[src/rtl/serial_subtractor_ctrl.sv]
// serial_subtractor_ctrl
//   Bit-serial subtractor. It computes (a - b - bin) mod 2^WIDTH one bit per
//   clock, starting at the LSB, and produces the final borrow.
//   A start seen in IDLE captures the operands. WIDTH RUN cycles follow.
//   A single DONE cycle then presents the registered result.
//
// Ports
//   clk    in   1      clock, rising edge
//   rst_n  in   1      asynchronous active-low reset
//   start  in   1      request a subtraction (sampled in IDLE only)
//   a      in   WIDTH  minuend, captured on the accepting edge
//   b      in   WIDTH  subtrahend, captured on the accepting edge
//   bin    in   1      borrow-in, captured on the accepting edge
//   diff   out  WIDTH  registered difference, held between operations
//   bout   out  1      registered final borrow-out
//   busy   out  1      high during the WIDTH serial steps
//   done   out  1      one-cycle pulse when diff/bout are updated
module serial_subtractor_ctrl #(
    parameter int WIDTH = 8
) (
    input  logic             clk,
    input  logic             rst_n,
    input  logic             start,
    input  logic [WIDTH-1:0] a,
    input  logic [WIDTH-1:0] b,
    input  logic             bin,
    output logic [WIDTH-1:0] diff,
    output logic             bout,
    output logic             busy,
    output logic             done
);

    // Sized to hold WIDTH, so the counter cannot wrap on the final step.
    localparam int CW = $clog2(WIDTH + 1);

    typedef enum logic [1:0] {
        ST_IDLE = 2'd0,
        ST_RUN  = 2'd1,
        ST_DONE = 2'd2
    } state_t;

    state_t           r_state;
    state_t           w_state_next;

    logic [WIDTH-1:0] r_a;
    logic [WIDTH-1:0] r_b;
    logic [WIDTH-1:0] r_res;
    logic [WIDTH-1:0] r_diff;
    logic             r_br;
    logic             r_bout;
    logic [CW-1:0]    r_cnt;

    logic             w_d;
    logic             w_br_next;
    logic             w_last;
    logic [WIDTH-1:0] w_res_next;

    // One full-subtractor step on the current LSBs
    always_comb begin
        w_d        = r_a[0] ^ r_b[0] ^ r_br;
        w_br_next  = (~r_a[0] & r_b[0]) | (~(r_a[0] ^ r_b[0]) & r_br);
        // Result bits enter at the MSB, so after WIDTH steps bit 0 is at the LSB.
        w_res_next = {w_d, r_res[WIDTH-1:1]};
        w_last     = (r_cnt == CW'(WIDTH - 1));
    end

    // Next-state logic and status outputs
    always_comb begin
        w_state_next = r_state;
        busy         = 1'b0;
        done         = 1'b0;
        case (r_state)
            ST_IDLE: begin
                if (start) begin
                    w_state_next = ST_RUN;
                end
            end
            ST_RUN: begin
                busy = 1'b1;
                if (w_last) begin
                    w_state_next = ST_DONE;
                end
            end
            ST_DONE: begin
                done         = 1'b1;
                w_state_next = ST_IDLE;
            end
            default: begin
                w_state_next = ST_IDLE;
            end
        endcase
    end

    always_ff @(posedge clk or negedge rst_n) begin
        if (!rst_n) begin
            r_state <= ST_IDLE;
        end else begin
            r_state <= w_state_next;
        end
    end

    always_ff @(posedge clk or negedge rst_n) begin
        if (!rst_n) begin
            r_a    <= '0;
            r_b    <= '0;
            r_res  <= '0;
            r_diff <= '0;
            r_br   <= 1'b0;
            r_bout <= 1'b0;
            r_cnt  <= '0;
        end else begin
            case (r_state)
                ST_IDLE: begin
                    if (start) begin
                        r_a   <= a;
                        r_b   <= b;
                        r_br  <= bin;
                        r_cnt <= '0;
                    end
                end
                ST_RUN: begin
                    r_a   <= r_a >> 1;
                    r_b   <= r_b >> 1;
                    r_br  <= w_br_next;
                    r_res <= w_res_next;
                    r_cnt <= r_cnt + 1'b1;
                    if (w_last) begin
                        r_diff <= w_res_next;
                        r_bout <= w_br_next;
                    end
                end
                default: begin
                end
            endcase
        end
    end

    assign diff = r_diff;
    assign bout = r_bout;

endmodule

[config.mk]
export PLATFORM = sky130hd
export DESIGN_NAME = serial_subtractor_ctrl
export DESIGN_NICKNAME = d
export VERILOG_FILES = /design/src/rtl/serial_subtractor_ctrl.sv
export SDC_FILE = /design/constraint.sdc
export NUM_CORES = 1
export LEC_CHECK = 0
export ABC_AREA = 1
export ABC_CLOCK_PERIOD_IN_PS = 1800
export BUFFER_PORTS_ARGS = -buffer_cell sky130_fd_sc_hd__clkbuf_2
export CAP_MARGIN = 20
export CORE_ASPECT_RATIO = 0.8
export CORE_MARGIN = 8
export CORE_UTILIZATION = 55
export DETAILED_ROUTE_END_ITERATION = 7
export PLACE_DENSITY = 0.8
export SETUP_SLACK_MARGIN = 0.2
export SYNTH_ARGS = -nofsm -noshare
export SYNTH_HDL_FRONTEND = slang
export SYNTH_SLANG_ARGS = --single-unit
[constraint.sdc]
create_clock -name clk -period 1.8 [get_ports clk]
set_clock_uncertainty 0.05 [all_clocks]
set_input_delay 0.27 -clock clk [delete_from_list [all_inputs] [get_ports clk]]
set_output_delay 0.27 -clock clk [all_outputs]
set_load 0.02 [all_outputs]
======== Yosys cells after proc, flatten, opt, wreduce, memory -nomap -nowiden ========
Cells that the tools add are included.
word-level totals
  register bits after elaboration ......... 40
  RAM bits ................................ 0
  bits in read-only memories .............. 0
  logic and storage cells ................. 39
  memories kept ........................... 0
  bits in latches ......................... 0
  output and inout bits ................... 11
cells by class
  add/subtract/negate cells ............... 1
  $lt $le $gt $ge ......................... 0
  bitwise gates (word level) .............. 7
  eq/ne operators ......................... 5
  multiply operators ...................... 0
  multiplexer cells ....................... 13
  shift operators ......................... 0
  div/mod/pow operators ................... 0
  reductions and logical operators ........ 5
operator list
  cell                 number
  $pmux 8 s2           2
  $mux 8               2
  $pmux 4 s2           1
  $reduce_and 2->1     3
  $add 4x1->4 const B  1
  $eq 4x3->1 const B   1
  $mux 2               2
  $mux 4               1
  $ne 2x2->1 const B   2
  $pmux 2 s2           1
  $mux 1               3
  $and 1x1->1          2
  $eq 2x1->1 const B   1
  $eq 2x2->1 const B   1
  $logic_not 2->1      1
  $not 1->1            2
  $pmux 1 s2           1
  $reduce_bool 2->1    1
  $xor 1x1->1          2
  $or 1x1->1           1

======== Logic depth before layout (Yosys ltp) ========
Gate-level depths: netlist (run 1).
  depth after elaboration ................. 5
  depth in mapped cells ................... 6
  mapped depth without buffers ............ 6

======== Worst setup path after synthesis (run 1) ========
No wires, ideal clock.
  kind .................................... register to register
  start point ............................. reg r_a[0]
  end point ............................... reg r_res[7]
  stages on the path, launching flop included .. 4
  setup slack ............................. 636 ps
  setup time .............................. 126 ps
  data required time ...................... 1624 ps
  arrival time ............................ 988 ps
  cell sequence ........................... dfrtp_1 -> fa_1 -> nand2_1 -> o21ai_0
between the ends
  cells in the longest elaborated chain, start to end .. 2
ends and longest elaborated chain
  what                      line  RTL
  from (decl)               45    logic [WIDTH-1:0] r_a;
  from (signal assigned)    122   r_a <= r_a >> 1;
  $xor 1x1->1 (2 in a row)  60    w_d = r_a[0] ^ r_b[0] ^ r_br;
  named net w_d             53    logic w_d;
  to (signal assigned)      125   r_res <= w_res_next;
  to (decl)                 47    logic [WIDTH-1:0] r_res;
The timed path passes the listed nets, and every way through them passes these cells.
A chain may end at the register's enable or synchronous reset.

======== Worst setup path after layout (run 1) ========
  start point ............................. reg r_state[1]
  end point ............................... out busy
between the ends
  cells in the longest elaborated chain, start to end .. 2
ends and longest elaborated chain
  what                    line  RTL
  from (decl)             42    state_t r_state;
  from (signal assigned)  98    r_state <= w_state_next;
  $eq 2x1->1              72    case (r_state)
  $mux 1                  72
  to (decl)               29    output logic busy,
Every way passes these cells.

==> results of run 1 <==
-- worst reg2reg max path: stages, from the launching register on --
cell                      delay (ns)
sky130_fd_sc_hd__dfrtp_1        0.43
sky130_fd_sc_hd__ha_1           0.23
sky130_fd_sc_hd__nand2_1        0.08
sky130_fd_sc_hd__nor2_1         0.19
sky130_fd_sc_hd__nand2_2        0.18
sky130_fd_sc_hd__nand2_1        0.11
sky130_fd_sc_hd__nand2_1        0.05
-- logic make-up (layout without fill, tap and decap cells) --
group / after synthesis / in the layout
AO/OA/AOI/OAI: 9 / 9
adder cells (fa/ha/maj): 2 / 2
buffers and inverters: 17 / 51
flip-flops: 39 / 39
AND/OR/NAND/NOR: 124 / 124
-- power by group --
part           switching [mW]  leakage, nW  internal, mW
logic                   0.808        0.488         0.430
registers               0.256        0.490          1.27
clock network           0.296       0.0505         0.348
-- layer usage --
layer,up-vias,track usage,share of wire
met3,5,0.0436,0.046
met1,630,0.177,0.47
li1,676,-,-
met4,0,0.0737,0.011
met2,30,0.220,0.47
met5,-,0,0
-- path summary, 6_finish.rpt --
kind | cells after the start | to | slack [ns] | from
min in group asynchronous | 3 | diff[0] | 0.51 | rst_n
max reg2reg | 6 | diff[3] | 0.38 | r_cnt[0]
max | 4 | busy | 0.26 | r_state[1]
min | 3 | r_a[7] | 0.12 | a[7]
max in group asynchronous | 3 | r_a[4] | 0.85 | rst_n
min reg2reg | 2 | diff[6] | 0.43 | r_res[7]
-- synthesized netlist by cell type, drive strengths merged --
library cell	instances
nand4	1
buf	8
fa	1
nor2	5
o21ai	8
dfrtp	39
nand2	79
o21bai	1
inv	9
ha	1
nand3	39
-- layout make-up --
type | count | share of cell area
clock buffer | 7 | 0.0489
tap | 40 | 0.0254
timing repair buffer | 34 | 0.0927
sequential | 39 | 0.495
clock inverter | 1 | 0.00381
multi-input combinational | 135 | 0.314
inverter | 9 | 0.0197
-- timing repair --
item,in CTS,in global routing
hold buffers,1,0
gates resized for setup,0,1
hold endpoints to repair,39,0
endpoints found under the setup margin,0,1
-- registers in the layout (all words and copies together), names as in the netlist --
name     count
r_b          8
diff         8
r_res        7
bout         1
r_a          8
r_cnt        4
r_br         1
r_state      2
==> impl_summary.log, run 1 <==
INFO  metric critical_path.startpoint_type = flop
INFO  metric netlist_top_cells_area = sky130_fd_sc_hd__dfrtp_1 58%, sky130_fd_sc_hd__nand2_1 17%, sky130_fd_sc_hd__nand3_1 12%, sky130_fd_sc_hd__o21ai_0 2.4%, sky130_fd_sc_hd__inv_1 1.6%
INFO  metric post-synth-top-area-cell = sky130_fd_sc_hd__dfrtp_1
INFO  metric synth_mux_area_frac = 0
INFO  metric fillerInstances = between 200 and 300
INFO  metric final_hold_viol_count = 0
INFO  metric cts_made_buffers = 5
INFO  metric hold_slack = ~0.12 ns
INFO  metric vdd_ir_drop_max = roughly 770 uV
INFO  metric timing.max_cap.violations = 0
INFO  metric area_of_the_placeable_core = roughly 3000 sq um
INFO  metric grt.overflow.total = 0
INFO  metric root_buffer = sky130_fd_sc_hd__clkbuf_8
INFO  metric maxSlewHeadroom = 0.684
INFO  metric tns = 0 ns
INFO  metric numPortBuffers = 30
INFO  metric multi_input_area = 619 sq um
INFO  metric tightestPinTransition = ~0.47 ns
INFO  metric critPathSlowestCell = sky130_fd_sc_hd__dfrtp_1
INFO  metric post-route-min-period = approximately 1.5 ns
INFO  metric synth-adder-area-share = 0.0193
INFO  metric effective_utilization_at_floorplan = 0.563
INFO  metric syn2layout_area_growth = 16.8%
INFO  metric chipHeight = 65.5 um
INFO  metric cp_slowest_stage_delay = ~0.37 ns
INFO  metric crit_family = buffers and inverters
INFO  metric synth_xor_xnor_area_share = 0
INFO  metric power_density = between 1500 and 2000 nW/um^2
INFO  metric num_rows = 18
INFO  metric die_area = about 5100 sq um
INFO  metric synth-compound-area-share = 0.0282
INFO  metric clk_pin_slew = approximately 0.08 ns
INFO  metric synth_seq_area_share = 0.579
INFO  metric gpl.final_weighted_congestion = 0.728
INFO  metric number_of_global_route_vias_before_repair = about 1400
INFO  metric dp_hpwl = 2230 um
INFO  metric layout-drive-gt1-share = 0.213
INFO  metric postRouteWirelength = between 3000 and 4000 um
INFO  metric maxClockFrequency = approximately 650 MHz
INFO  metric die_x_extent = 77.9 um
INFO  metric postRouteAntennaNets = 0
INFO  metric num-nets-final = around 250
INFO  metric antenna_found_initial = 0
INFO  metric syn-cell-area = approximately 1700 sq um
INFO  metric instances_no_fill = about 270
INFO  metric routedWlPerCell = between 10 and 15 um
INFO  metric tritoncts_num_sinks = 39
INFO  metric arrival = between 1 and 1.5 ns
INFO  metric wire_length_of_the_first_global_routing_pass = 5870 um
INFO  metric drt_pass1_iterations = 4
INFO  metric tritoncts = done
INFO  metric largest_net_degree_at_the_start_of_global_routing = 40
INFO  metric leakagePower = around 1.0 nW
INFO  metric routed_via_count = approximately 1300
INFO  metric postLayoutCoreUtil = 0.658
INFO  metric clkLatencyLatePin = around 0.29 ns
INFO  metric mostFrequentLayoutCell = sky130_fd_sc_hd__nand2_1
INFO  metric setup_repair_after_global_routing_missed_its_margin = no
INFO  metric setup_violations = 0
INFO  metric post-layout-total-power = ~3.4 mW
INFO  metric layout_worst_path_cycle_share = 0.855
INFO  metric critical_path_peak_fanout = 27
INFO  metric global_router_s_overall_resource_usage = 0.142
INFO  metric seq_area = 976 sq um
INFO  metric final.setup.worst_slack = between 0.2 and 0.3 ns
INFO  metric cts.repair_timing.setup_buffer_count = 0
INFO  metric postPlaceCellArea = 1850 sq um
INFO  metric avgViaCountPerCell = between 5 and 6
INFO  metric syn_area_per_cell = 8.83 sq um
INFO  metric fin_area = about 2000 sq um
INFO  metric yosys.cell_types.count = 17
INFO  metric worst_hold_path_type = in2reg
INFO  metric end_kind = output pin
INFO  metric critical_path.cell_chain = inv_2, nand2_2, inv_6, clkbuf_2
INFO  metric critical_path.n_buffers_inverters = 3
INFO  metric cts_max_path_buffers = 2
INFO  metric boundaryPins = 31
INFO  metric cts.htree.levels = 2
INFO  metric synth_top_family_by_area = simple AND/OR/NAND/NOR gates
INFO  metric number_of_warning_messages_in_the_yosys_log = 0
INFO  metric place_worst_setup_slack = approximately 0.43 ns
INFO  metric diodes = 0
INFO  metric critPathRequiredTime = 1.48 ns
INFO  metric synth.top_cell.area_share = 0.579
INFO  metric ys_ff_latch = 39
INFO  metric outcome = finished clean
INFO  metric synth_simple_gate_area_frac = 0.320
INFO  metric slew_violations = 0
INFO  metric nets_in_the_synthesized_netlist = roughly 210
INFO  metric first_iter_violations = roughly 110
INFO  metric netlist_instances = roughly 190
INFO  metric path_class = reg2out
INFO  metric drt_drc_violations_left = 0
INFO  metric dp_cells = approximately 260
INFO  metric mostFrequentLayoutCells = 76 x sky130_fd_sc_hd__nand2_1, 39 x sky130_fd_sc_hd__nand3_1, 39 x sky130_fd_sc_hd__dfrtp_1
(Power assumes the default switching activity.)
==> inputs of run 2 (changes only) <==
--- a/config.mk
+++ b/config.mk
@@ -5,7 +5,7 @@
 export SDC_FILE = /design/constraint.sdc
 export NUM_CORES = 1
 export LEC_CHECK = 0
-export ABC_AREA = 1
+export ABC_AREA = 0
 export ABC_CLOCK_PERIOD_IN_PS = 1800
 export BUFFER_PORTS_ARGS = -buffer_cell sky130_fd_sc_hd__clkbuf_2
 export CAP_MARGIN = 20
==> run 2 against run 1 <==
Critical path depth unchanged; core utilization grew 4.5 points; total power rose by 12%; clock power up 16%; final area grew 6.9%; highest routed layer unchanged.
==> impl_summary.log, run 2 <==
INFO  metric outcome = finished clean
INFO  metric min_to = r_b[7]
INFO  metric num-nets-final = 224 (-8.9%)
INFO  metric reg_to_reg_startpoint = r_state[1]
INFO  metric routedWlPerCell = 15.5 um (+22%)
INFO  metric netlist_instances = 160 (-16%)
INFO  metric die_area = 5110 sq um (unchanged)
INFO  metric chipHeight = 65.5 um (unchanged)
INFO  metric diodes = 0 (unchanged)
INFO  metric area_of_the_placeable_core = 3000 sq um (unchanged)
INFO  metric synth_seq_area_share = 0.579 (unchanged)
INFO  metric timing.max_cap.violations = 0 (unchanged)
INFO  metric gpl.final_weighted_congestion = 0.744 (+2.2%)
INFO  metric grt.overflow.total = 0 (unchanged)
INFO  metric ys_ff_latch = 39 (unchanged)
INFO  metric hold_slack = 0.199 ns (+0.0772 ns)
INFO  metric arrival = 1.67 ns (+0.45 ns)
INFO  metric drt_drc_violations_left = 0 (unchanged)
INFO  metric r2r_cells = 4 (-2)
INFO  metric num_rows = 18 (unchanged)
INFO  metric leakagePower = 1.01 nW (-1.7%)
INFO  metric numPortBuffers = 30 (unchanged)
INFO  metric tns = 0 ns (unchanged)
INFO  metric worst_hold_path_type = in2reg
INFO  metric timing.hold.worst.start = b[7]
INFO  metric postRouteAntennaNets = 0 (unchanged)
INFO  metric final_hold_viol_count = 0 (unchanged)
INFO  metric syn2layout_area_growth = 24.9%
INFO  metric number_of_global_route_vias_before_repair = 1397 (+2.8%)
INFO  metric tritoncts = done
INFO  metric wire_length_of_the_first_global_routing_pass = 6350 um (+8.3%)
INFO  metric postRouteWirelength = 3760 um (+12%)
INFO  metric postPlaceCellArea = 1940 sq um (+4.7%)
INFO  metric antenna_found_initial = 0 (unchanged)
INFO  metric slew_violations = 0 (unchanged)
INFO  metric post-layout-total-power = 3.83 mW (+12%)
INFO  metric post-synth-top-area-cell = sky130_fd_sc_hd__dfrtp_1
INFO  metric end_kind = flop
INFO  metric largest_net_degree_at_the_start_of_global_routing = 23 (-43%)
INFO  metric drt_pass1_iterations = 4 (unchanged)
INFO  metric most_frequently_used_flop_master_after_synthesis = sky130_fd_sc_hd__dfrtp_1
INFO  metric ys_top_cells_by_count = 39 x sky130_fd_sc_hd__dfrtp_1, 35 x sky130_fd_sc_hd__nand2_1, 18 x sky130_fd_sc_hd__o21ai_0
INFO  metric layout_worst_path_cycle_share = 0.856 (+0.00101)
INFO  metric boundaryPins = 31 (unchanged)
INFO  metric clkLatencyLatePin = 0.29 ns (about the same)
INFO  metric path_class = reg2reg
INFO  metric effective_utilization_at_floorplan = 0.563 (unchanged)
INFO  metric mostFrequentLayoutCell = sky130_fd_sc_hd__dfrtp_1
INFO  metric yosys.cell_types.count = 23 (+6)
INFO  metric synth.top_cell.area_share = 0.579 (unchanged)
INFO  metric power_density = 1820 nW/um^2 (+5.1%)
INFO  metric critical_path.startpoint_type = flop
INFO  metric number_of_warning_messages_in_the_yosys_log = 0 (unchanged)
INFO  metric die_x_extent = 77.9 um (unchanged)
INFO  metric mostFrequentLayoutCells = 39 x sky130_fd_sc_hd__dfrtp_1, 35 x sky130_fd_sc_hd__nand2_1, 30 x sky130_fd_sc_hd__clkbuf_2
INFO  metric first_iter_violations = 88 (-19%)
INFO  metric critPathRequiredTime = 1.93 ns (+0.45 ns)
INFO  metric r2r-end = diff[3]
INFO  metric layout-drive-gt1-share = 0.310 (+0.0970)
INFO  metric maxClockFrequency = 649 MHz (-0.12%)
INFO  metric tritoncts_num_sinks = 39 (unchanged)
INFO  metric timing.hold.worst_path_depth = 2 (-1)
INFO  metric critical_path_peak_fanout = 10 (-63%)
INFO  metric syn-cell-area = 1690 sq um (unchanged)
INFO  metric regToRegSetupSlack = 0.26 ns (-0.12 ns)
INFO  metric most_instantiated_library_cell_after_synthesis = sky130_fd_sc_hd__dfrtp_1
INFO  metric setup_repair_after_global_routing_missed_its_margin = no
INFO  metric asyncSetResetFlopFracSynth = 1.00 (unchanged)
INFO  metric cts_made_buffers = 5 (unchanged)
INFO  metric post-route-min-period = 1.54 ns (+0.00182 ns)
INFO  metric tightestPinTransition = 0.527 ns (+0.0531 ns)
INFO  metric avgViaCountPerCell = 5.49 (+8.4%)
INFO  metric root_buffer = sky130_fd_sc_hd__clkbuf_8
INFO  metric fin_area = 2110 sq um (+6.9%)
INFO  metric global_router_s_overall_resource_usage = 0.155 (+0.0130)
INFO  metric vdd_ir_drop_max = 862 uV (+11%)
INFO  metric clk_pin_slew = 0.08 ns (about the same)
INFO  metric dp_hpwl = 2610 um (+17%)
INFO  metric postLayoutCoreUtil = 0.703 (+0.0451)
INFO  metric routed_via_count = 1333 (-0.60%)
INFO  metric netlist_top_cells_area = sky130_fd_sc_hd__dfrtp_1 58%, sky130_fd_sc_hd__nand2_1 7.8%, sky130_fd_sc_hd__a22oi_1 6.2%, sky130_fd_sc_hd__o21ai_0 5.3%, sky130_fd_sc_hd__mux2_2 5.3%
INFO  metric cts_max_path_buffers = 2 (unchanged)
INFO  metric setup_violations = 0 (unchanged)
INFO  metric cts.htree.levels = 2 (unchanged)
INFO  metric maxSlewHeadroom = 0.649 (-0.0354)
INFO  metric nets_in_the_synthesized_netlist = 182 (-15%)
INFO  metric synth_enable_flop_cells = 0 (unchanged)
INFO  metric syn_area_per_cell = 10.5 sq um (+19%)
## run 2: cell count changes in the layout (fill, tap and decap cells not counted), sizes merged, moves of 3 or more
cell and change:
buf +11, inv -4, nor2 -3, nand3 -37, a2bb2oi +3, nor2b +8, a21oi +6, mux2 +8
o21ai +10, a22oi +14, nand2 -44
## run 2: kinds of logic (layout without fill, tap and decap cells)
family,count (synthesis),in the layout,share of synthesized area
buf+inv,15,58,0.0356
fa+ha+maj,2,2,0.0193
compound gates,45,45,0.170
simple gates,49,49,0.131
mux,10,10,0.0653
flops,39,39,0.579
## run 2: final cells by class
cell class,instances,area (sq um)
Clock inverter,2,35.0
Inverter,5,18.8
Tap cell,40,50.0
Multi-Input combinational cell,106,653
Timing Repair Buffer,45,290
Sequential cell,39,976
Fill cell,229,890
Clock buffer,6,82.6
## run 2: critical path: stages, from the launching register on
cell	delay [ns]
sky130_fd_sc_hd__dfrtp_1	0.39
sky130_fd_sc_hd__nand2b_1	0.24
sky130_fd_sc_hd__nor3_4	0.25
sky130_fd_sc_hd__buf_12	0.16
sky130_fd_sc_hd__mux2_2	0.33
## run 2: timing repair
item / CTS / global route
setup buffers: 2 / 1
hold endpoints to repair: 19 / 0
hold buffers: 1 / 0
pin swaps: 1 / 1
resized for setup: 2 / 0
setup endpoints to repair: 9 / 8
## run 2: per-layer routing
layer | global-route usage | wire [um]
met5 | 0 | 0
met4 | 0.0714 | 65
met3 | 0.0572 | 198
met2 | 0.248 | 1840
met1 | 0.184 | 1650
## run 2: report_power, final
group | switching (mW) | internal (mW)
combinational | 0.892 | 0.691
sequential | 0.241 | 1.26
clock | 0.298 | 0.448
total | 1.43 | 2.40
## run 2: how the worst max path moves through the flow
stage | from | endpoint | slack, ns | cells past startpoint
after floorplan | r_cnt[0] | diff[0] | 0.31 | 4
after detailed placement | r_cnt[0] | diff[7] | 0.12 | 4
after global routing | r_cnt[1] | diff[5] | 0.21 | 5
final | r_state[1] | diff[3] | 0.26 | 4
after global placement | r_cnt[0] | diff[4] | 0.20 | 4
after CTS | r_cnt[0] | diff[3] | 0.20 | 5
## run 2: stage by stage
step,setup WS [ns],instances
2_1_floorplan,0.310,160
4_1_cts,0.201,242
3_5_place_dp,0.116,231
3_3_place_gp,0.202,231
6_report,0.259,243
5_1_grt,0.205,243
==> inputs of run 3 (changes only) <==
==> constraint.sdc (replaced) <==
create_clock -name clk -period 1.8 [get_ports clk]
set_clock_uncertainty 0.05 [all_clocks]
set_input_delay 0.09 -clock clk [delete_from_list [all_inputs] [get_ports clk]]
set_output_delay 0.09 -clock clk [all_outputs]
set_load 0.02 [all_outputs]
==> run 3 against run 2 <==
Sequential cell count stayed put; die area stayed put; worst hold slack worse by 0.19 ns; critical endpoint is now diff[0]; largest power group unchanged.
==> impl_summary.log, run 3 (synthesis results as in run 2) <==
INFO  metric postRouteWirelength = 3730 um (-0.82%)
INFO  metric number_of_global_route_vias_before_repair = 1352 (-3.2%)
INFO  metric cts_made_buffers = 5 (unchanged)
INFO  metric num-nets-final = 220 (-1.8%)
INFO  metric fillerInstances = 245 (+7.0%)
INFO  metric p_seq_frac = 0.411 (+0.020)
INFO  metric area_of_the_placeable_core = 3000 sq um (unchanged)
INFO  metric outcome = finished clean
INFO  metric switching_share = 0.386 (+0.0123)
INFO  metric layout-drive-gt1-share = 0.296 (-0.0139)
INFO  metric cts_max_path_buffers = 2 (unchanged)
INFO  metric postRouteAntennaNets = 0 (unchanged)
INFO  metric end_kind = flop
INFO  metric place_worst_setup_slack = 0.112 ns (-0.00366 ns)
INFO  metric fin_area = 2060 sq um (-2.0%)
INFO  metric post-route-min-period = 1.53 ns (-0.0121 ns)
INFO  metric crit_family = flip-flops
INFO  metric effective_utilization_at_floorplan = 0.563 (unchanged)
INFO  metric p_int = 2.26 mW (-5.7%)
INFO  metric post-layout-total-power = 3.68 mW (-3.8%)
INFO  metric path_class = reg2reg
INFO  metric dp_hpwl = 2630 um (+0.82%)
INFO  metric timing.max_cap.violations = 0 (unchanged)
INFO  metric clk_pin_slew = 0.07 ns (about the same)
INFO  metric power_density = 1780 nW/um^2 (-1.8%)
INFO  metric critical_path.startpoint_type = flop
INFO  metric slew_violations = 0 (unchanged)
INFO  metric chipHeight = 65.5 um (unchanged)
INFO  metric tns = 0 ns (unchanged)
INFO  metric root_buffer = sky130_fd_sc_hd__clkbuf_8
INFO  metric tritoncts_num_sinks = 39 (unchanged)
INFO  metric diodes = 0 (unchanged)
INFO  metric critPathSlowestCell = sky130_fd_sc_hd__dfrtp_1
INFO  metric routed_via_count = 1282 (-3.8%)
INFO  metric postPlaceCellArea = 1910 sq um (-1.5%)
INFO  metric routedWlPerCell = 15.6 um (+0.83%)
INFO  metric critical_path_peak_fanout = 10 (unchanged)
INFO  metric syn2layout_area_growth = 22.4%
INFO  metric tightestPinTransition = 0.530 ns (+0.00285 ns)
INFO  metric drt_drc_violations_left = 0 (unchanged)
INFO  metric maxClockFrequency = 654 MHz (+0.79%)
INFO  metric postLayoutCoreUtil = 0.689 (-0.0138)
INFO  metric final.setup.worst_slack = 0.271 ns (+0.0121 ns)
INFO  metric mostFrequentLayoutCells = 39 x sky130_fd_sc_hd__dfrtp_1, 35 x sky130_fd_sc_hd__nand2_1, 30 x sky130_fd_sc_hd__clkbuf_2
INFO  metric switching_pwr = 1.42 mW (-0.59%)
INFO  metric arrival = 1.66 ns (about the same)
INFO  metric critPathRequiredTime = 1.93 ns (about the same)
INFO  metric maxSlewHeadroom = 0.647 (-0.00190)
INFO  metric critical_path.n_buffers_inverters = 1 (unchanged)
INFO  metric power.combinational.fraction = 0.415 (about the same)
INFO  metric die_area = 5110 sq um (unchanged)
INFO  metric layout_worst_path_cycle_share = 0.850 (-0.00670)
INFO  metric global_router_s_overall_resource_usage = 0.158 (+0.00279)
INFO  metric boundaryPins = 31 (unchanged)
INFO  metric setup_violations = 0 (unchanged)
INFO  metric first_iter_violations = 120 (+36%)
INFO  metric critical_path.cell_chain = ha_2, nand2_1, nor3_4, buf_12, mux2_2
INFO  metric avgViaCountPerCell = 5.36 (-2.2%)
INFO  metric die_x_extent = 77.9 um (unchanged)
INFO  metric largest_net_degree_at_the_start_of_global_routing = 23 (unchanged)
INFO  metric antenna_found_initial = 0 (unchanged)
INFO  metric wire_length_of_the_first_global_routing_pass = 6330 um (-0.42%)
INFO  metric tritoncts = done
INFO  metric worst_hold_path_type = in2reg
INFO  metric leakagePower = 0.981 nW (-3.0%)
INFO  metric gpl.final_weighted_congestion = 0.736 (-1.1%)
INFO  metric num_rows = 18 (unchanged)
INFO  metric numPortBuffers = 30 (unchanged)
INFO  metric vdd_ir_drop_max = 929 uV (+7.8%)
INFO  metric pwr-share-clk = 0.174 (-0.021)
INFO  metric final_hold_viol_count = 0 (unchanged)
INFO  metric setup_repair_after_global_routing_missed_its_margin = no
INFO  metric cts.htree.levels = 2 (unchanged)
INFO  metric clkLatencyLatePin = 0.29 ns (about the same)
INFO  metric cp_slowest_stage_delay = 0.40 ns (about the same)
INFO  metric mostFrequentLayoutCell = sky130_fd_sc_hd__dfrtp_1
INFO  metric drt_pass1_iterations = 4 (unchanged)
INFO  metric grt.overflow.total = 0 (unchanged)
run 3: timing repair:
item                                    CTS  global route
gates resized for setup                   2             1
endpoints found under the hold margin    19             0
buffers inserted                          3             0
endpoints found under the setup margin   10             8
pin swaps                                 1             1
hold buffers                              1             0
run 3: worst reg2reg max path, cell delays in order, from the launching register on:
cell and delay [ns]:
sky130_fd_sc_hd__dfrtp_1 0.40, sky130_fd_sc_hd__ha_2 0.20, sky130_fd_sc_hd__nand2_1 0.10, sky130_fd_sc_hd__nor3_4 0.16
sky130_fd_sc_hd__buf_12 0.16, sky130_fd_sc_hd__mux2_2 0.34
run 3: stage by stage:
step           hold slack (ns)  std cells
2_1_floorplan           -0.256        160
3_3_place_gp            0.0263        227
3_5_place_dp            0.0450        227
4_1_cts                0.00888        239
5_1_grt                 0.0107        239
6_report                0.0139        239
run 3: worst paths after layout:
| path | slack, ns | to | cells past startpoint | startpoint |
|---|---|---|---|---|
| setup / recovery | 0.27 | diff[0] | 5 | r_cnt[0] |
| hold / removal | 0.01 | r_b[7] | 2 | b[7] |
| setup reg to reg | 0.27 | diff[0] | 5 | r_cnt[0] |
| hold reg to reg | 0.43 | r_res[1] | 2 | r_res[1] |
| max in group asynchronous | 0.95 | r_b[7] | 3 | rst_n |
| min in group asynchronous | 0.25 | r_a[2] | 2 | rst_n |
run 3: final cells by class:
class / instances / area (sq um) / area share
clock buffers: 8 / 100 / 0.0485
inverters: 5 / 22.5 / 0.0109
multi-input cells: 106 / 656 / 0.318
flip-flops and latches: 39 / 976 / 0.473
well taps: 40 / 50.0 / 0.0242
repair buffers: 41 / 260 / 0.126
run 3: power groups by stage:
stage | Sequential [mW] | Clock, mW | Combinational (mW)
floorplan | 1.58 | 0 | 0.893
global placement | 1.49 | 0 | 1.36
detailed placement | 1.52 | 0 | 1.45
CTS | 1.51 | 0.653 | 1.54
global route | 1.55 | 0.689 | 1.71
finish | 1.51 | 0.641 | 1.53
run 3: layer usage:
layer,global-route usage,routed length (um),vias up
li1,-,-,624
met1,0.180,1620,623
met5,0,0,-
met4,0.0622,57,0
met2,0.267,1850,29
met3,0.0572,200,6
